### src/rtl/seq_gen_param.sv
// Parametrised linear-recurrence sequence generator: ORDER-deep history, tap-selected sum,
// wrap or saturate on overflow, valid/ready output stream with run-time seed/tap loading.
module seq_gen_param #(
    parameter int unsigned      WIDTH       = 32,
    parameter int unsigned      ORDER       = 3,
    parameter logic [ORDER-1:0] TAP_DEFAULT = ORDER'(3'b110)
) (
    input  logic                   clk,
    input  logic                   reset,
    input  logic                   load_i,
    input  logic [ORDER*WIDTH-1:0] seed_i,
    input  logic [ORDER-1:0]       tap_i,
    input  logic                   sat_i,
    input  logic                   ready_i,
    output logic                   valid_o,
    output logic [WIDTH-1:0]       seq_o,
    output logic                   ovf_o,
    output logic [31:0]            cnt_o
);

    // Sum of up to ORDER terms needs clog2(ORDER) guard bits to expose overflow.
    localparam int unsigned SUM_W = WIDTH + $clog2(ORDER);
    localparam int unsigned IDX_W = $clog2(ORDER);

    typedef enum logic {
        ST_INIT,
        ST_RUN
    } state_t;

    state_t           state_q;
    logic             valid_q;
    logic             sat_q;
    logic             ovf_q;
    logic [ORDER-1:0] tap_q;
    logic [31:0]      cnt_q;
    logic [WIDTH-1:0] h_q    [ORDER];
    logic [WIDTH-1:0] seed_c [ORDER];
    logic [SUM_W-1:0] sum_c;
    logic             sum_ovf_c;
    logic [WIDTH-1:0] next_c;
    logic             adv_c;

    for (genvar g = 0; g < ORDER; g++) begin : g_seed
        assign seed_c[g] = seed_i[g*WIDTH +: WIDTH];
    end

    always_comb begin
        sum_c = '0;
        for (int unsigned k = 0; k < ORDER; k++) begin
            if (tap_q[IDX_W'(k)]) begin
                sum_c = sum_c + SUM_W'(h_q[IDX_W'(k)]);
            end
        end
    end

    assign sum_ovf_c = |sum_c[SUM_W-1:WIDTH];
    assign next_c    = (sum_ovf_c && sat_q) ? '1 : sum_c[WIDTH-1:0];
    // A simultaneous load takes priority, so the handshake then moves no history.
    assign adv_c     = (state_q == ST_RUN) && valid_q && ready_i && !load_i;

    always_ff @(posedge clk or posedge reset) begin
        if (reset) begin
            for (int unsigned k = 0; k < ORDER; k++) begin
                h_q[IDX_W'(k)] <= (k == ORDER - 1) ? '0 : WIDTH'(1);
            end
            tap_q   <= TAP_DEFAULT;
            sat_q   <= 1'b0;
            ovf_q   <= 1'b0;
            cnt_q   <= '0;
            valid_q <= 1'b0;
            state_q <= ST_INIT;
        end else if (load_i) begin
            for (int unsigned k = 0; k < ORDER; k++) begin
                h_q[IDX_W'(k)] <= seed_c[IDX_W'(k)];
            end
            tap_q   <= tap_i;
            sat_q   <= sat_i;
            ovf_q   <= 1'b0;
            cnt_q   <= '0;
            valid_q <= 1'b1;
            state_q <= ST_RUN;
        end else begin
            case (state_q)
                ST_INIT: begin
                    valid_q <= 1'b1;
                    state_q <= ST_RUN;
                end
                ST_RUN: begin
                    if (adv_c) begin
                        for (int unsigned k = 1; k < ORDER; k++) begin
                            h_q[IDX_W'(k)] <= h_q[IDX_W'(k - 1)];
                        end
                        h_q[0] <= next_c;
                        cnt_q  <= cnt_q + 32'd1;
                        if (sum_ovf_c) begin
                            ovf_q <= 1'b1;
                        end
                    end
                end
            endcase
        end
    end

    assign valid_o = valid_q;
    assign seq_o   = h_q[IDX_W'(ORDER - 1)];
    assign ovf_o   = ovf_q;
    assign cnt_o   = cnt_q;

endmodule

### config.mk
export PLATFORM = sky130hd
export DESIGN_NAME = seq_gen_param
export DESIGN_NICKNAME = d
export VERILOG_FILES = /design/src/rtl/seq_gen_param.sv
export SDC_FILE = /design/constraint.sdc
export NUM_CORES = 1
export LEC_CHECK = 0
export BUFFER_PORTS_ARGS = -buffer_cell sky130_fd_sc_hd__buf_2
export CAP_MARGIN = 20
export CORE_ASPECT_RATIO = 1.4
export CORE_UTILIZATION = 30
export CTS_BUF_LIST = sky130_fd_sc_hd__clkbuf_4 sky130_fd_sc_hd__clkbuf_8
export DETAILED_ROUTE_END_ITERATION = 8
export HOLD_SLACK_MARGIN = 0.1
export PLACE_DENSITY_LB_ADDON = 0.08
export SYNTH_ARGS = -nofsm -noshare
export SYNTH_HDL_FRONTEND = slang
export SYNTH_SLANG_ARGS = --single-unit
### constraint.sdc
create_clock -name clk -period 4.9 [get_ports clk]
set_input_delay 1.47 -clock clk [delete_from_list [all_inputs] [get_ports clk]]
set_output_delay 1.47 -clock clk [all_outputs]
set_load 0.05 [all_outputs]
==> qor.log <==
qor: status.status finished with violations
qor: status.violations_in_the_final_reports setup timing
qor: timing.share_of_the_cycle_needed_by_the_critical_path_after_routing 103%
qor: place.numPlacedInstances 2,077
qor: worst_setup_path.worst-endpoint-required 5.31 ns
qor: floorplan.dieWidth 163 um
qor: floorplan.pin_count 170
qor: synth.synth-compound-area-share 22.7%
qor: synth.syn_area 0.0109 mm^2
qor: timing.fin_tns_setup -2.99 ns
qor: synth.synth.mux.area_fraction 7.79%
qor: layout.final_layout_size_suffix_gt1_share 36.6%
qor: global_route.global_routing_usage_summed_across_all_routing_layers 20.6%
qor: floorplan.design.core.area 0.0358 mm^2
qor: drt.via_per_inst 5.04
qor: hold_path.worst_hold_startpoint ovf_o
qor: floorplan.rows 82
qor: global_route.grt-ovfl-total 0
qor: layout.multiInputGateArea 0.00764 mm^2
qor: cts.worst_skew_pair.late_latency 0.50 ns
qor: cts.h-tree-depth 4
qor: synth.synthesis.instances 1,325
qor: power_and_ir_drop.leakage 7.02 nW
qor: floorplan.fp.dieArea 0.0372 mm^2
qor: synth.total_of_flip_flops_plus_latches_after_synthesis 135
qor: cts.num_cts_buffers 17
qor: worst_setup_path.timing.critical_path.mode_cell buf_4
qor: layout.final_nets 1,824
qor: layout.filler_cell_count 3,736
qor: synth.synth-edff-count 0
qor: worst_setup_path.largest_driver_fanout_on_the_critical_path 7
qor: timing.final_hold_slack 0.545 ns
qor: drt.routed_wire_length_per_instance 17.6 um
qor: synth.post_synth_and_or_nand_nor_area_fraction 18.1%
qor: worst_setup_path.rr_worst_depth 27
qor: layout.antenna_cells_inserted 0
qor: drt.dr_total_vias 10,800
qor: timing.clock_skew 0.0208 ns
qor: timing.finalHoldViolations 0
qor: worst_setup_path.arrival 5.47 ns
qor: place.dpl-instance-area 0.0137 mm^2
qor: timing.max_slew_margin 33.8%
qor: drt.ant_nets 0
qor: place.hpwl_reported_at_the_end_of_detailed_placement 27,800 um
qor: timing.maxSlewViolCount 0
qor: layout.area_delta_synth_final 36.3%
qor: worst_setup_path.timing_worst_setup_path_type flip-flop to flip-flop
qor: worst_setup_path.regToRegEndpoint h_q[92]
qor: timing.fmaxAchievable 198 MHz
qor: synth.synth_top_family_by_area compound AO/OA/AOI/OAI gates
qor: synth.synth_cell_types 76
qor: timing.timing.final.crit_period 5.06 ns
qor: worst_setup_path.ff2ff_setup_slack -0.16 ns
qor: power_and_ir_drop.total_power 4.94 mW
qor: hold_path.hp-class flip-flop to flip-flop
qor: timing.setup_violations 30
qor: cts.cts_root_buf clkbuf_8
qor: global_route.number_of_antenna_violations_at_the_first_check_in_global_routing 4
qor: synth.share_of_synthesized_flip_flops_with_an_asynchronous_set_or_reset 100%
qor: cts.cts_num_sinks 135
qor: drt.starting_drt_drc_count 512
qor: global_route.via_count_of_the_first_global_routing_pass 10,800
qor: drt.detail_route.first_pass.iterations 5
qor: run.maxCapViolCount 0
qor: hold_path.worst_hold_endpoint ovf_o
qor: synth.synth_flop_cell dfrtp_1
qor: worst_setup_path.cpMaxStageDelayCell dfrtp_2
qor: drt.wirelength 37,400 um
qor: cts.cts-root-to-sink-buffers 2
qor: power_and_ir_drop.pwr_density_cell 331 mW/mm^2
qor: worst_setup_path.critical_path.startpoint_type flip-flop
qor: cts.clkSlewWorstSetupHoldPaths 0.09 ns
qor: synth.ys.warnings.count 0
qor: synth.yosys.area_share.xor_xnor 6.49%
qor: layout.final_design_area_no_fill 0.0149 mm^2
qor: place.number_of_buffers_inserted_by_port_buffering 169
qor: hold_path.min_path_cells 2
qor: layout.final_cells 2,132
qor: power_and_ir_drop.worst_ir_drop_vdd 155 uV
qor: synth.synth_nets 1,492
qor: worst_setup_path.worst_r2r_startpoint tap_q[0]
qor: floorplan.initial_utilization 30.5%
qor: synth.post_synth_fa_ha_maj_area_fraction 7.84%
qor: worst_setup_path.cp-end-kind flip-flop
qor: cts.cts_tree built
qor: synth.seq_area_frac_synth 30.9%
qor: floorplan.die_ht 228 um
qor: timing.worst_slew_pin_slew 0.989 ns
qor: global_route.grt_first_pass_wirelength 59,500 um
qor: synth.syn-mean-instance-area 8.25 um^2
qor: timing.setup_ws -0.161 ns
qor: worst_setup_path.worst_path_largest_cell_delay 0.48 ns
qor: cts.cts-hold-fix-buffers 0
qor: drt.drc 0
qor: global_route.largest_net_degree_at_the_start_of_global_routing 136
qor: timing.rsz0062_at_grt yes
qor: layout.regArea 0.00338 mm^2
qor: place.gp_congestion 0.906
-- registers in the layout, indices dropped and copies added, names as in the netlist --
signal / count
cnt_o: 32
h_q: 64
ovf_o: 1
sat_q: 1
seq_o: 32
state_q: 1
tap_q: 3
valid_o: 1
-- stage by stage --
stage	worst slack (ns)	utilization, %
finish	-0.161	41.6
CTS	-0.190	40.8
global placement	-0.559	38.2
floorplan	-0.0151	-
detailed placement	-0.632	38.2
global route	-0.463	41.6
-- cell usage after synthesis (4+ instances only) --
master	number	area, um^2
a211oi_1	7	52.6
a21o_1	39	293
a21oi_1	80	400
a21oi_2	4	35.0
a22o_1	4	35.0
a311oi_1	10	87.6
a31o_2	7	61.3
a31oi_1	14	87.6
and2_1	30	188
and3_1	9	56.3
buf_1	14	52.6
buf_2	7	35.0
buf_4	34	255
clkbuf_1	46	173
dfrtp_1	131	3280
dfstp_2	4	105
ha_1	61	763
inv_1	30	113
mux2_2	9	101
mux2i_1	75	751
nand2_1	180	676
nand2b_1	14	87.6
nand3_1	29	145
nand4_1	16	100
nor2_1	105	394
nor2b_1	8	50.1
nor3_1	14	70.1
o2111ai_1	4	35.0
o211ai_1	11	82.6
o21a_1	5	37.5
o21ai_0	132	661
o21ai_1	12	60.1
o21bai_1	8	60.1
o22ai_1	4	25.0
o31ai_1	11	82.6
or2_2	4	25.0
or3_1	13	81.3
xnor2_1	41	359
xor2_1	40	350
-- cell usage in the layout, fill, tap and decap left out, drive strengths merged, types with 12 or more instances in the layout --
| master | Yosys | routed |
|---|---|---|
| dfrtp | 131 | 131 |
| nand3 | 29 | 29 |
| nor2 | 105 | 105 |
| buf | 58 | 417 |
| xor2 | 40 | 40 |
| o21ai | 145 | 145 |
| ha | 61 | 61 |
| inv | 30 | 36 |
| clkbuf | 46 | 17 |
| xnor2 | 41 | 41 |
| a21o | 39 | 39 |
| mux2i | 75 | 75 |
| nand2 | 180 | 180 |
| a311oi | 13 | 13 |
| a31oi | 15 | 15 |
| o31ai | 12 | 12 |
| and2 | 32 | 32 |
| nor3 | 14 | 14 |
| nand2b | 14 | 14 |
| or3 | 13 | 13 |
| nand4 | 16 | 16 |
| a21oi | 84 | 84 |
-- power by group --
group          total (mW)  switching, mW  internal (mW)
logic                2.65           1.38           1.27
registers            1.32          0.112           1.21
clock network       0.965          0.553          0.413
-- layout make-up --
cell class	count	share of cell area, %
Multi-Input combinational cell	1056	51.3
Sequential cell	135	22.7
Timing Repair Buffer	417	18.8
Tap cell	462	3.88
Clock buffer	17	1.57
Clock inverter	15	0.957
Inverter	30	0.781
-- metal layers --
| layer | up-vias | track usage [%] | share of wire [%] |
|---|---|---|---|
| met5 | - | 0 | 0.091 |
| met4 | 6 | 7.94 | 2.3 |
| met3 | 46 | 3.58 | 3.7 |
| met2 | 206 | 35.6 | 51 |
| met1 | 5137 | 25.0 | 43 |
| li1 | 5355 | - | - |
-- repair_timing --
item | in CTS | in global routing
buffers inserted | 17 | 10
pin swaps | 41 | 23
endpoints found under the setup margin | 33 | 33
gates cloned | 0 | 0
endpoints found under the hold margin | 0 | 0
resized for setup | 94 | 49
-- worst max-delay path: cells and delay by family, from the launching register on --
kind,cells,cell delay (ns)
AO/OA/AOI/OAI,11,1.79
XOR/XNOR,1,0.07
adder cells (fa/ha/maj),2,0.46
buffers and inverters,6,0.93
flip-flops,1,0.48
multiplexers,2,0.56
AND/OR/NAND/NOR,5,0.70
-- how the worst max path moves through the flow --
stage / start / to / slack (ns) / cells after the start
after global routing: tap_q[0] / h_q[92] / -0.46 / 26
after CTS: tap_q[0] / h_q[82] / -0.19 / 27
after floorplan: tap_q[0] / h_q[73] / -0.02 / 25
after detailed placement: tap_q[0] / h_q[86] / -0.63 / 23
final: tap_q[0] / h_q[92] / -0.16 / 27
after global placement: tap_q[0] / h_q[86] / -0.56 / 25
-- cell families after synthesis --
| logic type | after synthesis |
|---|---|
| fa+ha+maj | 68 |
| other cells | 1 |
| compound gates | 388 |
| simple gates | 434 |
| mux | 84 |
| xor+xnor | 81 |
| flops | 135 |
| buf+inv | 134 |
(Power assumes the default switching activity.)
